`src/rtl/neuron_mac_sequencer.sv`:
```
`default_nettype none
// ============================================================================
//  Module      : neuron_mac_sequencer
//  Description : Time-multiplexed single-neuron controller. It accepts
//                N_INPUTS pixel/weight pairs over a valid/ready handshake and
//                runs them through one shared multiply-accumulate path. It
//                then adds the bias, applies ReLU and holds the result on a
//                valid/ready output until the consumer takes it.
//  Ports       : clk, rst_n (async assert, active low)
//                start, bias                  - begin evaluation, latch bias
//                in_valid/in_ready, pixel,    - pair stream
//                weight
//                out_valid/out_ready,         - result handshake
//                activation
//                busy, pair_cnt               - status
//  Config      : NEURON_SAT_EN - saturating accumulate and bias add
//                (default build wraps modulo 2^ACC_W)
//  Revision    : 1.0 - initial release
// ============================================================================
module neuron_mac_sequencer #(
    parameter int DATA_W   = 20,
    parameter int ACC_W    = 40,
    parameter int N_INPUTS = 16,
    parameter int CNT_W    = $clog2(N_INPUTS + 1)
) (
    input  logic              clk,
    input  logic              rst_n,
    input  logic              start,
    input  logic [DATA_W-1:0] bias,
    input  logic              in_valid,
    output logic              in_ready,
    input  logic [DATA_W-1:0] pixel,
    input  logic [DATA_W-1:0] weight,
    output logic              out_valid,
    input  logic              out_ready,
    output logic [ACC_W-1:0]  activation,
    output logic              busy,
    output logic [CNT_W-1:0]  pair_cnt
);

    typedef enum logic [1:0] {
        S_IDLE   = 2'd0,
        S_ACCUM  = 2'd1,
        S_BIAS   = 2'd2,
        S_OUTPUT = 2'd3
    } state_t;

    // Counter value held while the final pair is being accepted
    localparam logic [CNT_W-1:0] c_LAST_CNT = CNT_W'(N_INPUTS - 1);

    state_t                    r_state;
    state_t                    w_state_nxt;
    logic        [ACC_W-1:0]   r_acc;
    logic signed [DATA_W-1:0]  r_bias_q;
    logic        [ACC_W-1:0]   r_activation;
    logic        [CNT_W-1:0]   r_pair_cnt;

    logic signed [2*DATA_W-1:0] w_prod;
    logic        [ACC_W-1:0]    w_prod_ext;
    logic        [ACC_W-1:0]    w_bias_ext;
    logic        [ACC_W-1:0]    w_sum_mac;
    logic        [ACC_W-1:0]    w_sum_bias;
    logic                       w_accept;

    // Two-operand add used for every accumulator update. With saturation
    // enabled, overflow is seen as equal operand signs giving a result of
    // the opposite sign; the result then clamps toward the operand sign.
    function automatic logic [ACC_W-1:0] acc_add(input logic [ACC_W-1:0] a,
                                                 input logic [ACC_W-1:0] b);
        logic [ACC_W-1:0] s;
        s = a + b;
`ifdef NEURON_SAT_EN
        if ((a[ACC_W-1] == b[ACC_W-1]) && (s[ACC_W-1] != a[ACC_W-1])) begin
            s = a[ACC_W-1] ? {1'b1, {(ACC_W-1){1'b0}}}
                           : {1'b0, {(ACC_W-1){1'b1}}};
        end
`endif
        return s;
    endfunction

    // Full-precision signed product: both operands are sign-extended to
    // 2*DATA_W before the multiply so no bits are lost.
    assign w_prod     = (2*DATA_W)'($signed(pixel)) * (2*DATA_W)'($signed(weight));
    assign w_prod_ext = ACC_W'(w_prod);
    assign w_bias_ext = ACC_W'(r_bias_q);
    assign w_sum_mac  = acc_add(r_acc, w_prod_ext);
    assign w_sum_bias = acc_add(r_acc, w_bias_ext);
    assign w_accept   = (r_state == S_ACCUM) && in_valid;

    // State register
    always_ff @(posedge clk or negedge rst_n) begin
        if (!rst_n) begin
            r_state <= S_IDLE;
        end else begin
            r_state <= w_state_nxt;
        end
    end

    // Next-state and handshake outputs
    always_comb begin
        w_state_nxt = r_state;
        in_ready    = 1'b0;
        out_valid   = 1'b0;
        busy        = 1'b1;
        case (r_state)
            S_IDLE: begin
                busy = 1'b0;
                if (start) begin
                    w_state_nxt = S_ACCUM;
                end
            end
            S_ACCUM: begin
                in_ready = 1'b1;
                if (w_accept && (r_pair_cnt == c_LAST_CNT)) begin
                    w_state_nxt = S_BIAS;
                end
            end
            S_BIAS: begin
                w_state_nxt = S_OUTPUT;
            end
            S_OUTPUT: begin
                out_valid = 1'b1;
                if (out_ready) begin
                    w_state_nxt = S_IDLE;
                end
            end
            default: begin
                w_state_nxt = S_IDLE;
            end
        endcase
    end

    // Datapath. The activation is computed from the bias sum during BIAS so
    // that it is already registered on the first OUTPUT cycle.
    always_ff @(posedge clk or negedge rst_n) begin
        if (!rst_n) begin
            r_acc        <= '0;
            r_bias_q     <= '0;
            r_activation <= '0;
            r_pair_cnt   <= '0;
        end else begin
            case (r_state)
                S_IDLE: begin
                    if (start) begin
                        r_bias_q   <= $signed(bias);
                        r_acc      <= '0;
                        r_pair_cnt <= '0;
                    end
                end
                S_ACCUM: begin
                    if (w_accept) begin
                        r_acc      <= w_sum_mac;
                        r_pair_cnt <= r_pair_cnt + CNT_W'(1);
                    end
                end
                S_BIAS: begin
                    r_acc        <= w_sum_bias;
                    r_activation <= w_sum_bias[ACC_W-1] ? '0 : w_sum_bias;
                end
                default: begin
                end
            endcase
        end
    end

    assign activation = r_activation;
    assign pair_cnt   = r_pair_cnt;

endmodule
`default_nettype wire
```
`config.mk`:
```
export PLATFORM = sky130hd
export DESIGN_NAME = neuron_mac_sequencer
export DESIGN_NICKNAME = d
export VERILOG_FILES = /design/src/rtl/neuron_mac_sequencer.sv
export SDC_FILE = /design/constraint.sdc
export NUM_CORES = 2
export LEC_CHECK = 0
export CAP_MARGIN = 20
export CORE_ASPECT_RATIO = 1.2
export CORE_MARGIN = 1
export CORE_UTILIZATION = 64
export CTS_BUF_LIST = sky130_fd_sc_hd__clkbuf_2
export DETAILED_ROUTE_END_ITERATION = 12
export PLACE_DENSITY = 0.84
export SYNTH_ARGS = -nofsm -noshare
export SYNTH_HDL_FRONTEND = slang
export SYNTH_SLANG_ARGS = --single-unit
```
`constraint.sdc`:
```
create_clock -name clk -period 7.4 [get_ports clk]
set_clock_uncertainty 0.05 [all_clocks]
set_input_delay 1.48 -clock clk [delete_from_list [all_inputs] [get_ports clk]]
set_output_delay 1.48 -clock clk [all_outputs]
set_load 0.01 [all_outputs]
```
==> parameters.txt <==
Parameter                              Value

Placement
  Detail Placement HPWL ... 51200 um
  Number of I/O port buffers ... 111
  Number of placed cells counting well taps ... 3289
  Final Wtd Congestion ... 0.953

Floorplan
  Core outline area ... 36000 sq um
  Floorplan row count ... 76
  Total die area ... 37600 sq um
  Die span in y ... 212 um
  Initial core utilization ... 65.3%
  Number of primary I/O pins ... 113
  Horizontal extent of the die ... 177 um

Yosys
  Net count after synthesis ... 3295
  Post-synthesis instance area ... 23500 sq um
  Post-synth EDFFs ... 0
  Flip-flop cell with the highest count after synthesis ... sky130_fd_sc_hd__dfrtp_1
  Mean post-synth cell area ... 9.10 sq um
  Yosys warning count ... 0
  Async set-reset flop share out of synthesis ... 100%
  Post-synthesis cell type count ... 71
  Proportion of synthesized chip area in sequential cells ... 11.3%
  #FFs+latches synth ... 106
  Post-synthesis cell count ... 2587

Routing
  Count of antenna-violating nets left after detailed routing ... 0
  Post-route DRC ... 0
  Via count of the routed design ... 20071
  Vias per inst ... 5.92
  Initial DRC count ... 1750
  Detail-routed net length per standard cell ... 21.4 um
  Pre-Repair DR Iteration Count ... 7
  Detailed Route WL ... 72500 um

Final layout
  Number of standard cells in the layout, taps in and fillers out ... 3393
  FF+latch area ... 2650 sq um
  Fraction of layout cells with a size suffix above 1 ... 19.5%
  Final net count ... 3625
  Area Overhead vs Synth ... 21.1%
  Area used by multi-input combinational logic ... 18800 sq um
  Filler cell count in the final layout ... 2037

STA
  Setup ws final ... -0.0675 ns
  Worst relative slew slack ... 40.2%
  FMAX ... 0.134 GHz
  Max Transition Viols Final ... 0
  RSZ-0062 raised after global routing ... true
  Actual transition at the worst max-transition pin ... 0.897 ns
  Setup-failing EPs final ... 5
  Share of the cycle needed by the critical path after routing ... 101%
  Final period demand of the worst path ... 7.47 ns
  Count of endpoints failing hold in the final timing report ... 0

Outcome
  Violated checks ... setup timing
  Result of the run ... complete, but fails checks

Clock tree
  Buffer levels on the longest clock path ... 2
  Worst skew pair latency ... 0.65 ns
  Level count of the clock H-tree ... 3
  Cell chosen for the clock root ... sky130_fd_sc_hd__clkbuf_2
  Post-CTS clock slew at the launch and capture registers of the worst setup and hold paths ... 0.31 ns
  Number of clock sinks seen by CTS ... 106
  Clock buffers created by TritonCTS ... 9
  TritonCTS clock tree ... yes
  Number of hold buffers added after CTS ... 0

Flow run
  Max-cap check violation count ... 0

Global route
  Number of global-route vias before repair ... 21059
  Global route total overflow ... 0
  Maximum number of pins on one net before global-route repair ... 72
  Global router's overall resource usage ... 36.0%
  Global-route wire length before repair ... 105000 um
  Number of antenna violations at the first check in global routing ... 4

Min path
  Worst min-delay path class ... reg2reg
  Hold Path Depth ... 1

Setup path
  Critical path endpoint category ... flop
  R2R cell count ... 27
  Worst endpoint data arrival time ... 8.00 ns
  Critical path class ... in2reg
  Nature of the critical path startpoint ... input pin
  Crit Path Max Fanout ... 5
  Data required, critical path ... 7.93 ns
-- final timing paths --
path | to | slack, ns | startpoint
worst min-delay path | activation[19] | 0.48 | activation[19]
worst min register to register | activation[19] | 0.48 | activation[19]
min in group asynchronous | r_acc[38] | 0.70 | rst_n
worst max-delay path | r_acc[36] | -0.07 | pixel[13]
worst max register to register | r_acc[36] | 0.74 | r_acc[12]
max in group asynchronous | activation[32] | 5.34 | rst_n
-- cell usage after synthesis, types with 3 or more instances --
library cell	number	area [sq um]
sky130_fd_sc_hd__nand4_1	6	37.5
sky130_fd_sc_hd__o21bai_1	7	52.6
sky130_fd_sc_hd__a22oi_1	15	113
sky130_fd_sc_hd__nand3_1	17	85.1
sky130_fd_sc_hd__a31oi_1	13	81.3
sky130_fd_sc_hd__o31a_1	3	26.3
sky130_fd_sc_hd__buf_2	8	40.0
sky130_fd_sc_hd__clkbuf_1	102	383
sky130_fd_sc_hd__fa_1	469	9390
sky130_fd_sc_hd__nor4_1	4	25.0
sky130_fd_sc_hd__o21a_1	10	75.1
sky130_fd_sc_hd__a21o_1	43	323
sky130_fd_sc_hd__and2_1	189	1180
sky130_fd_sc_hd__a211o_1	6	52.6
sky130_fd_sc_hd__o21ai_0	53	265
sky130_fd_sc_hd__ha_1	174	2180
sky130_fd_sc_hd__nand2_1	292	1100
sky130_fd_sc_hd__a221o_1	5	50.1
sky130_fd_sc_hd__dfrtp_1	106	2650
sky130_fd_sc_hd__o2bb2ai_1	36	315
sky130_fd_sc_hd__o211ai_1	7	52.6
sky130_fd_sc_hd__and3_1	10	62.6
sky130_fd_sc_hd__a211oi_1	8	60.1
sky130_fd_sc_hd__a21boi_0	9	67.6
sky130_fd_sc_hd__o21ai_1	3	15.0
sky130_fd_sc_hd__or2_2	3	18.8
sky130_fd_sc_hd__o41ai_1	3	26.3
sky130_fd_sc_hd__xnor2_1	52	455
sky130_fd_sc_hd__a22o_1	3	26.3
sky130_fd_sc_hd__o22ai_1	23	144
sky130_fd_sc_hd__mux2_2	20	225
sky130_fd_sc_hd__xor2_1	33	289
sky130_fd_sc_hd__a21oi_1	62	310
sky130_fd_sc_hd__nor2b_1	12	75.1
sky130_fd_sc_hd__o221ai_1	7	61.3
sky130_fd_sc_hd__nand2b_1	21	131
sky130_fd_sc_hd__inv_1	637	2390
sky130_fd_sc_hd__o31ai_1	6	45.0
sky130_fd_sc_hd__nor3_1	17	85.1
sky130_fd_sc_hd__nor2_1	53	199
-- registers in the layout, summed over array words and instances (netlist names) --
name        cells
pair_cnt        5
r_bias_q       20
r_acc          40
r_state         2
activation     39
-- repair_timing --
action	CTS	global route
pin swaps	76	143
gates cloned	8	11
setup buffers	32	38
endpoints found under the setup margin	18	19
gates resized for setup	128	219
-- area by class of cell --
| type | instances | share of cell area (%) |
|---|---|---|
| well taps | 468 | 2.05 |
| diodes | 3 | 0.0263 |
| flip-flops and latches | 106 | 9.30 |
| clock inverters | 7 | 0.206 |
| inverters | 638 | 8.41 |
| repair buffers | 433 | 14.1 |
| clock buffers | 9 | 0.158 |
| multi-input cells | 1729 | 65.8 |
-- through the flow --
step	instance area, sq um	setup WS, ns	setup TNS [ns]	util [%]	hold slack, ns
2_1_floorplan	23800	-0.166	-1.21	-	0.428
3_3_place_gp	27000	-0.899	-18.03	74.8	0.422
3_5_place_dp	27000	-1.04	-20.86	74.8	0.422
4_1_cts	27700	-0.0143	-0.0184	76.7	0.483
5_1_grt	28500	-0.262	-2.04	79.1	0.496
6_report	28500	-0.0675	-0.175	79.1	0.483
-- cell families after synthesis --
group | count (synthesis) | synth area share (%)
AO/OA/AOI/OAI | 344 | 10.3
buffers and inverters | 752 | 12.1
multiplexers | 22 | 1.04
flip-flops | 106 | 11.3
AND/OR/NAND/NOR | 634 | 13.0
XOR/XNOR | 85 | 3.16
other | 1 | 0.0159
adder cells (fa/ha/maj) | 643 | 49.1
-- routing by layer --
layer / global-route usage (%) / share of wire (%) / wire length [um] / vias to the layer above
met5: 0 / 0.018 / 13 / -
met4: 16.3 / 7.0 / 5070 / 2
met3: 5.70 / 8.9 / 6470 / 414
met2: 60.7 / 48 / 34800 / 1171
met1: 45.5 / 36 / 26200 / 9949
li1: - / - / - / 8535
-- critical path, cell delays in order --
cell and delay (ns):
sky130_fd_sc_hd__buf_4 0.14, sky130_fd_sc_hd__buf_12 0.14, sky130_fd_sc_hd__buf_4 0.15, sky130_fd_sc_hd__and2_4 0.14, sky130_fd_sc_hd__fa_1 0.48, sky130_fd_sc_hd__fa_1 0.52
sky130_fd_sc_hd__inv_1 0.07, sky130_fd_sc_hd__fa_1 0.51, sky130_fd_sc_hd__inv_1 0.09, sky130_fd_sc_hd__fa_1 0.51, sky130_fd_sc_hd__fa_1 0.51, sky130_fd_sc_hd__fa_1 0.56
sky130_fd_sc_hd__inv_1 0.07, sky130_fd_sc_hd__fa_1 0.50, sky130_fd_sc_hd__inv_2 0.05, sky130_fd_sc_hd__ha_4 0.28, sky130_fd_sc_hd__nand2_2 0.06, sky130_fd_sc_hd__or4_4 0.52
sky130_fd_sc_hd__o21ai_4 0.19, sky130_fd_sc_hd__a221oi_4 0.11, sky130_fd_sc_hd__buf_6 0.15, sky130_fd_sc_hd__a21oi_4 0.17, sky130_fd_sc_hd__a21oi_4 0.08, sky130_fd_sc_hd__o31a_1 0.25
sky130_fd_sc_hd__xor2_1 0.15, sky130_fd_sc_hd__o21ai_1 0.12
-- cell usage in the layout (no fill, tap or decap), drive strengths merged, types with 8 or more instances in the layout --
master and count:
a21oi 62, and2 189, nor2b 12, inv 640, a21boi 9, xnor2 52
o21ai 58, clkdlybuf4s50 71, nor2 53, nand2 292, clkbuf 23, buf 333
and3 10, a31oi 15, dlymetal6s2s 14, a22oi 15, a21o 44, a211oi 8
dfrtp 106, o21a 10, nand2b 21, mux2 20, nor3 17, ha 174
fa 469, xor2 33, nand3 17, o22ai 23, o2bb2ai 36
Power is not shown: default switching activity piles up to over one toggle a cycle in this logic, so the estimate is an artifact.
